`src/rtl/isp_pkg.sv`:
```
// Shared ISP constants and knot-table types for the gamma stage.
// Holds pixel/segment widths, the knot table type and its identity-curve
// reset value.
package isp_pkg;

  localparam int unsigned PIXEL_WIDTH = 16;
  localparam int unsigned SEG_BITS    = 5;
  localparam int unsigned FRAC_W      = PIXEL_WIDTH - SEG_BITS;
  localparam int unsigned N_KNOTS     = (1 << SEG_BITS) + 1;
  localparam int unsigned IDX_W       = SEG_BITS + 1;

  typedef logic [PIXEL_WIDTH-1:0] knot_t;
  typedef knot_t [N_KNOTS-1:0]    knot_tbl_t;

  // Identity curve: knot i sits at i*2^FRAC_W, last knot pinned to full scale.
  function automatic knot_tbl_t knot_identity();
    knot_tbl_t t;
    for (int unsigned i = 0; i < N_KNOTS - 1; i++) begin
      t[i] = knot_t'(i << FRAC_W);
    end
    t[N_KNOTS-1] = '1;
    return t;
  endfunction

endpackage

```
`src/rtl/gamma_interp.sv`:
```
// One channel of the gamma datapath, stages S2 and S3.
// S2 forms the signed slope product (hi-lo)*frac and keeps lo/bypass/raw.
// S3 rounds, adds lo, clips to the pixel range and applies the bypass mux.
// Ports: clk, reset (async active-low), s1_valid/s2_valid stage enables,
//        lo/hi knots, frac, byp, raw pixel in; y corrected pixel out (held).
module gamma_interp
  import isp_pkg::*;
(
  input  logic                   clk,
  input  logic                   reset,
  input  logic                   s1_valid,
  input  logic                   s2_valid,
  input  logic [PIXEL_WIDTH-1:0] lo,
  input  logic [PIXEL_WIDTH-1:0] hi,
  input  logic [FRAC_W-1:0]      frac,
  input  logic                   byp,
  input  logic [PIXEL_WIDTH-1:0] raw,
  output logic [PIXEL_WIDTH-1:0] y
);

  localparam int unsigned D_W    = PIXEL_WIDTH + 1;
  localparam int unsigned PROD_W = D_W + FRAC_W + 1;
  localparam int unsigned SUM_W  = PIXEL_WIDTH + 3;

  logic signed [D_W-1:0]    diff_c;
  logic signed [PROD_W-1:0] prod_c;
  logic signed [PROD_W-1:0] prod_q;
  logic [PIXEL_WIDTH-1:0]   lo_q;
  logic [PIXEL_WIDTH-1:0]   raw_q;
  logic                     byp_q;
  logic signed [PROD_W-1:0] rnd_c;
  logic signed [PROD_W-1:0] shift_c;
  logic signed [SUM_W-1:0]  sum_c;
  logic [PIXEL_WIDTH-1:0]   clip_c;

  // Slope may be negative for descending curves, so both operands are signed.
  assign diff_c = $signed({1'b0, hi}) - $signed({1'b0, lo});
  assign prod_c = PROD_W'(diff_c) * PROD_W'($signed({1'b0, frac}));

  // S2 register
  always_ff @(posedge clk or negedge reset) begin
    if (!reset) begin
      prod_q <= '0;
      lo_q   <= '0;
      raw_q  <= '0;
      byp_q  <= 1'b0;
    end else if (s1_valid) begin
      prod_q <= prod_c;
      lo_q   <= lo;
      raw_q  <= raw;
      byp_q  <= byp;
    end
  end

  // Round half up, arithmetic shift keeps negative slopes correct.
  assign rnd_c   = prod_q + PROD_W'(1 << (FRAC_W - 1));
  assign shift_c = rnd_c >>> FRAC_W;
  assign sum_c   = SUM_W'(shift_c) + $signed(SUM_W'(lo_q));

  // Saturate to the unsigned pixel range.
  always_comb begin
    clip_c = sum_c[PIXEL_WIDTH-1:0];
    if (sum_c[SUM_W-1]) begin
      clip_c = '0;
    end else if (|sum_c[SUM_W-2:PIXEL_WIDTH]) begin
      clip_c = '1;
    end
  end

  // S3 register: output holds between valid pixels.
  always_ff @(posedge clk or negedge reset) begin
    if (!reset) begin
      y <= '0;
    end else if (s2_valid) begin
      y <= byp_q ? raw_q : clip_c;
    end
  end

endmodule

```
`src/rtl/gamma_lut.sv`:
```
// Per-channel programmable 33-knot piecewise-linear gamma stage.
// Owns the shared knot table, the S1 knot lookup, and valid/done tracking;
// three gamma_interp instances do the per-channel S2/S3 arithmetic.
// Ports: clk, reset (async active-low), data_ready + pixel_in_{red,green,blue},
//        bypass, ccm_done, lut_we/lut_addr/lut_data knot writes;
//        data_valid + pixel_out_{red,green,blue}, done.
module gamma_lut
  import isp_pkg::*;
(
  input  logic                   clk,
  input  logic                   reset,
  input  logic                   data_ready,
  input  logic [PIXEL_WIDTH-1:0] pixel_in_red,
  input  logic [PIXEL_WIDTH-1:0] pixel_in_green,
  input  logic [PIXEL_WIDTH-1:0] pixel_in_blue,
  input  logic                   bypass,
  input  logic                   ccm_done,
  input  logic                   lut_we,
  input  logic [SEG_BITS:0]      lut_addr,
  input  logic [PIXEL_WIDTH-1:0] lut_data,
  output logic                   data_valid,
  output logic [PIXEL_WIDTH-1:0] pixel_out_red,
  output logic [PIXEL_WIDTH-1:0] pixel_out_green,
  output logic [PIXEL_WIDTH-1:0] pixel_out_blue,
  output logic                   done
);

  localparam int unsigned N_CH = 3;

  knot_tbl_t                          tbl_q;
  logic [N_CH-1:0][PIXEL_WIDTH-1:0]   pix_c;
  logic [N_CH-1:0][IDX_W-1:0]         seg_c;
  logic [N_CH-1:0][PIXEL_WIDTH-1:0]   lo_c;
  logic [N_CH-1:0][PIXEL_WIDTH-1:0]   hi_c;
  logic [N_CH-1:0][PIXEL_WIDTH-1:0]   lo_q;
  logic [N_CH-1:0][PIXEL_WIDTH-1:0]   hi_q;
  logic [N_CH-1:0][PIXEL_WIDTH-1:0]   raw_q;
  logic [N_CH-1:0][FRAC_W-1:0]        frac_q;
  logic [N_CH-1:0][PIXEL_WIDTH-1:0]   y;
  logic                               byp_q;
  logic                               v1_q;
  logic                               v2_q;
  logic                               v3_q;
  logic [2:0]                         done_sr_q;

  assign pix_c = {pixel_in_blue, pixel_in_green, pixel_in_red};

  // Knot table; out-of-range addresses are dropped. A same-cycle S1 read
  // sees the pre-write value since both sample tbl_q at the same edge.
  always_ff @(posedge clk or negedge reset) begin
    if (!reset) begin
      tbl_q <= knot_identity();
    end else if (lut_we && (lut_addr < IDX_W'(N_KNOTS))) begin
      tbl_q[lut_addr] <= lut_data;
    end
  end

  // Segment lookup: top SEG_BITS select the segment, its two end knots.
  always_comb begin
    seg_c = '0;
    lo_c  = '0;
    hi_c  = '0;
    for (int c = 0; c < N_CH; c++) begin
      seg_c[c] = IDX_W'(pix_c[c][PIXEL_WIDTH-1 -: SEG_BITS]);
      lo_c[c]  = tbl_q[seg_c[c]];
      hi_c[c]  = tbl_q[seg_c[c] + IDX_W'(1)];
    end
  end

  // S1 register
  always_ff @(posedge clk or negedge reset) begin
    if (!reset) begin
      lo_q   <= '0;
      hi_q   <= '0;
      raw_q  <= '0;
      frac_q <= '0;
      byp_q  <= 1'b0;
    end else if (data_ready) begin
      lo_q  <= lo_c;
      hi_q  <= hi_c;
      raw_q <= pix_c;
      byp_q <= bypass;
      for (int c = 0; c < N_CH; c++) begin
        frac_q[c] <= pix_c[c][FRAC_W-1:0];
      end
    end
  end

  // Valid and frame-done tracking, same three-cycle latency as the data.
  always_ff @(posedge clk or negedge reset) begin
    if (!reset) begin
      v1_q      <= 1'b0;
      v2_q      <= 1'b0;
      v3_q      <= 1'b0;
      done_sr_q <= '0;
    end else begin
      v1_q      <= data_ready;
      v2_q      <= v1_q;
      v3_q      <= v2_q;
      done_sr_q <= {done_sr_q[1:0], ccm_done};
    end
  end

  for (genvar c = 0; c < N_CH; c++) begin : g_chan
    gamma_interp u_interp (
      .clk      (clk),
      .reset    (reset),
      .s1_valid (v1_q),
      .s2_valid (v2_q),
      .lo       (lo_q[c]),
      .hi       (hi_q[c]),
      .frac     (frac_q[c]),
      .byp      (byp_q),
      .raw      (raw_q[c]),
      .y        (y[c])
    );
  end

  assign data_valid      = v3_q;
  assign done            = done_sr_q[2];
  assign pixel_out_red   = y[0];
  assign pixel_out_green = y[1];
  assign pixel_out_blue  = y[2];

endmodule

```
`config.mk`:
```
export PLATFORM = sky130hd
export DESIGN_NAME = gamma_lut
export DESIGN_NICKNAME = d
export VERILOG_FILES = /design/src/rtl/isp_pkg.sv /design/src/rtl/gamma_interp.sv /design/src/rtl/gamma_lut.sv
export SDC_FILE = /design/constraint.sdc
export NUM_CORES = 2
export LEC_CHECK = 0
export CAP_MARGIN = 20
export CORE_MARGIN = 8
export CORE_UTILIZATION = 39
export DETAILED_ROUTE_END_ITERATION = 12
export GPL_TIMING_DRIVEN = 0
export PLACE_DENSITY_LB_ADDON = 0.12
export SLEW_MARGIN = 40
export SYNTH_ARGS = -nofsm -noshare
export SYNTH_HDL_FRONTEND = slang
export SYNTH_HIERARCHICAL = 1
export SYNTH_SLANG_ARGS = --single-unit
```
`constraint.sdc`:
```
create_clock -name clk -period 19.2 [get_ports clk]
set_input_delay 1.92 -clock clk [delete_from_list [all_inputs] [get_ports clk]]
set_output_delay 1.92 -clock clk [all_outputs]
set_load 0.005 [all_outputs]
```
==> results.cfg <==
[run_status]
run_status = finished, final reports clean

[setup_path]
critical_path_depth = 28
worst_r2r_path_depth = 28
r2r_slack_ns = 10.65
worst_r2r_startpoint = lo_q[32]
timing.critical_path.from_type = flop
crit_path_start = lo_q[32]
timing_worst_setup_path_type = flop to flop
critPathCapture = g_chan[2].u_interp/prod_q[28]
worstPathArrival_ns = 9.26
critical_path.max_stage_delay_ns = 0.62
critical_path.most_common_cell = fa_1
worstReg2RegEnd = g_chan[2].u_interp/prod_q[28]
worst_path_dominant_cell_family = adder cells
cpMaxStageDelayCell = fa_1
timing.critical_path.required_ns = 19.90
worstPathBufferInverterCount = 4
critPathCaptureType = flop
timing.critical_path.fanout_max = 10

[synthesis]
postSynth.topFlopCell = dfrtp_1
synth.cell_area_um2 = 85890
yosys_warnings = 6
part_of_the_yosys_area_used_for_sequential_elements_pct = 25.86
post_synth_main_area_contributors = dfrtp_1 23%, mux4_2 22%, fa_1 12%, mux2_2 5.2%, mux2_1 4.8%
yosysTopAreaCellShare_pct = 22.93
yosys.area.top_type = dfrtp_1
synth-seq-cells = 883
synth.avg_cell_area_um2 = 11.59
mappedNetlistNets = 8280
synth_edf_count = 0
postSynth.asyncResetShare_pct = 100.0
yosys.cell_types.count = 119
synth_cells = 7409

[placed_design]
numPortBuffers = 114
dpl.cell_count = 10410
finalWeightedCongestion = 1.075
dp_hpwl_um = 309800

[routing]
routed_wirelength_um = 392800
post-route-drc-count = 0
routedWlPerCell_um = 36.88
drt-pass1-iter-count = 6
viasPerCell = 6.444
num_vias = 68640
antenna_violating_nets_post_route = 0
drt-initial-drc-count = 9061

[floorplanning]
dieHeight_um = 485.3
initial_utilization_pct = 39.17
chipWidth_um = 485.3
core_region_area_um2 = 219300
die_area_um2 = 235500
rows = 172
io_pins = 126

[grt]
grt_pass1_vias = 68890
global_route_wire_length_before_repair_um = 549300
grt.overflow.total = 0
grt_start_max_net_pins = 109
grt_usage_pct = 32.78
antenna_found_initial = 46

[timing]
final-hold-violation-count = 0
setup_violations = 0
slew_violations = 0
min_period_over_period_pct = 44.55
max_freq_mhz = 116.9
fin_setup_tns_ns = 0
rsz0062_at_grt = false
worst_pin_slew_ns = 1.026
post-route-min-period_ns = 8.553
timing.slew.headroom_pct = 29.62
whs_ns = 0.3528
timing.clock.skew_ns = 0.04471

[cts]
post-cts-setup-buffers = 0
cts_repair_resize_count = 0
clkLatencyLatePin_ns = 0.80
post_cts_hold_buffer_count = 0
clock_path_buffers = 3
ctsHtreeMaxLevel = 3
tritoncts = built
root_buffer = clkbuf_16
clk_pin_slew_worst_setup_hold_paths_ns = 0.06
cts.sink_count = 883
cts_inserted_buffers = 110

[cells_and_area]
final_cell_count_no_fill = 10650
share_of_final_layout_standard_cells_stronger_than_drive_strength_1_pct = 25.47
relative_area_change_from_synthesis_to_final_layout_pct = 10.87
n_fill_cell = 20880
layout.nets = 8523

[worst_hold_path]
hold_path.class = flop to flop

[job]
maxCapViolations = 0
## metal layers
metal  part of all wire (%)  vias to the layer above  global-route usage, %
met5                  0.058                        -                 0.4427
met4                    7.1                       24                  18.21
met3                     11                     1188                  11.43
met2                     44                     4328                  50.10
met1                     38                    35810                  40.63
li1                       -                    27290                      -
## cell type report
class	instances	area, µm²	share of cell area (%)
Antenna cell	35	87.58	0.09197
Buffer	573	2694	2.829
Clock buffer	155	3163	3.321
Clock inverter	50	635.6	0.6674
Inverter	815	3059	3.212
Multi-Input combinational cell	5138	58270	61.19
Sequential cell	883	22220	23.33
Tap cell	2871	3592	3.772
Timing Repair Buffer	131	1510	1.586
## synth_stat cells (25+ instances only)
cell type and number:
mux2_1 368, a21oi_1 181, buf_2 170, nand2_1 721, fa_1 513, a21o_1 47, o21ai_0 96, buf_1 39
buf_4 26, dfstp_2 96, nand4_1 37, inv_1 813, nor3_1 32, nand3_1 120, xor2_1 54, or3_1 27
nand2b_1 68, o21ai_1 29, xnor2_1 127, nor2_1 233, clkbuf_1 321, a211oi_1 25, mux4_2 856, o22ai_1 48
ha_1 282, dfrtp_1 787, mux2_2 399, a32oi_1 38, and3_1 49, nor2b_1 67, o211ai_1 67, and2_1 122
mux2i_1 120, a31oi_1 53
## worst reg2reg max path, delay by kind of cell, from the launching register on
family | cells | cell delay, ns
AOI/OAI and AO/OA | 12 | 2.84
adders and majority gates | 8 | 3.70
buffers and inverters | 4 | 0.67
DFF | 1 | 0.52
and+or+nand+nor | 4 | 0.74
## cells by family after synthesis
| kind of cell | count (synthesis) | share of synthesized area, % |
|---|---|---|
| multiplexers | 1745 | 33.93 |
| AND/OR/NAND/NOR | 1566 | 8.664 |
| buffers and inverters | 1388 | 6.580 |
| flip-flops | 883 | 25.86 |
| AO/OA/AOI/OAI | 848 | 6.992 |
| adder cells (fa/ha/maj) | 795 | 16.06 |
| XOR/XNOR | 184 | 1.902 |
## worst min path at each step
stage | start | to | slack [ns] | cells after the start
CTS | done_sr_q[0] | done_sr_q[1] | 0.35 | 0
floorplan | done_sr_q[0] | done_sr_q[1] | 0.33 | 0
global route | done_sr_q[1] | done_sr_q[2] | 0.36 | 0
finish | done_sr_q[0] | done_sr_q[1] | 0.35 | 0
detailed placement | done_sr_q[0] | done_sr_q[1] | 0.34 | 0
global placement | done_sr_q[0] | done_sr_q[1] | 0.33 | 0
## through the flow
stage | setup slack, ns | utilization (%) | cell area, µm²
floorplan | 12.06 | - | 85890
global placement | -25.65 | 41.33 | 90630
detailed placement | 10.71 | 41.61 | 91250
CTS | 10.68 | 43.34 | 95050
global route | 10.14 | 43.39 | 95150
finish | 10.65 | 43.43 | 95230
## state kept, by name (all words and copies together), names as in the netlist
signal,flops
hi_q,48
g_chan.u_interp/byp_q,3
v1_q,1
g_chan.u_interp/lo_q,48
done_sr_q,3
g_chan.u_interp/y,48
data_valid,1
byp_q,1
raw_q,48
tbl_q,528
g_chan.u_interp/raw_q,48
lo_q,48
v2_q,1
g_chan.u_interp/prod_q,57
## cells in the final DEF, fill, tap and decap left out, types with 122 or more instances in the layout
master and instances:
mux4_2 856, inv_1 813, dfrtp_1 786, nand2_1 721
fa_1 513, mux2_2 399, mux2_1 368, clkbuf_1 286
ha_1 282, nor2_1 216, buf_2 191, a21oi_1 180
xnor2_1 126, and2_1 122
Power is left out: the tool's default activity adds up to more than one toggle a clock period on the data nets, which glitch-free logic cannot reach.
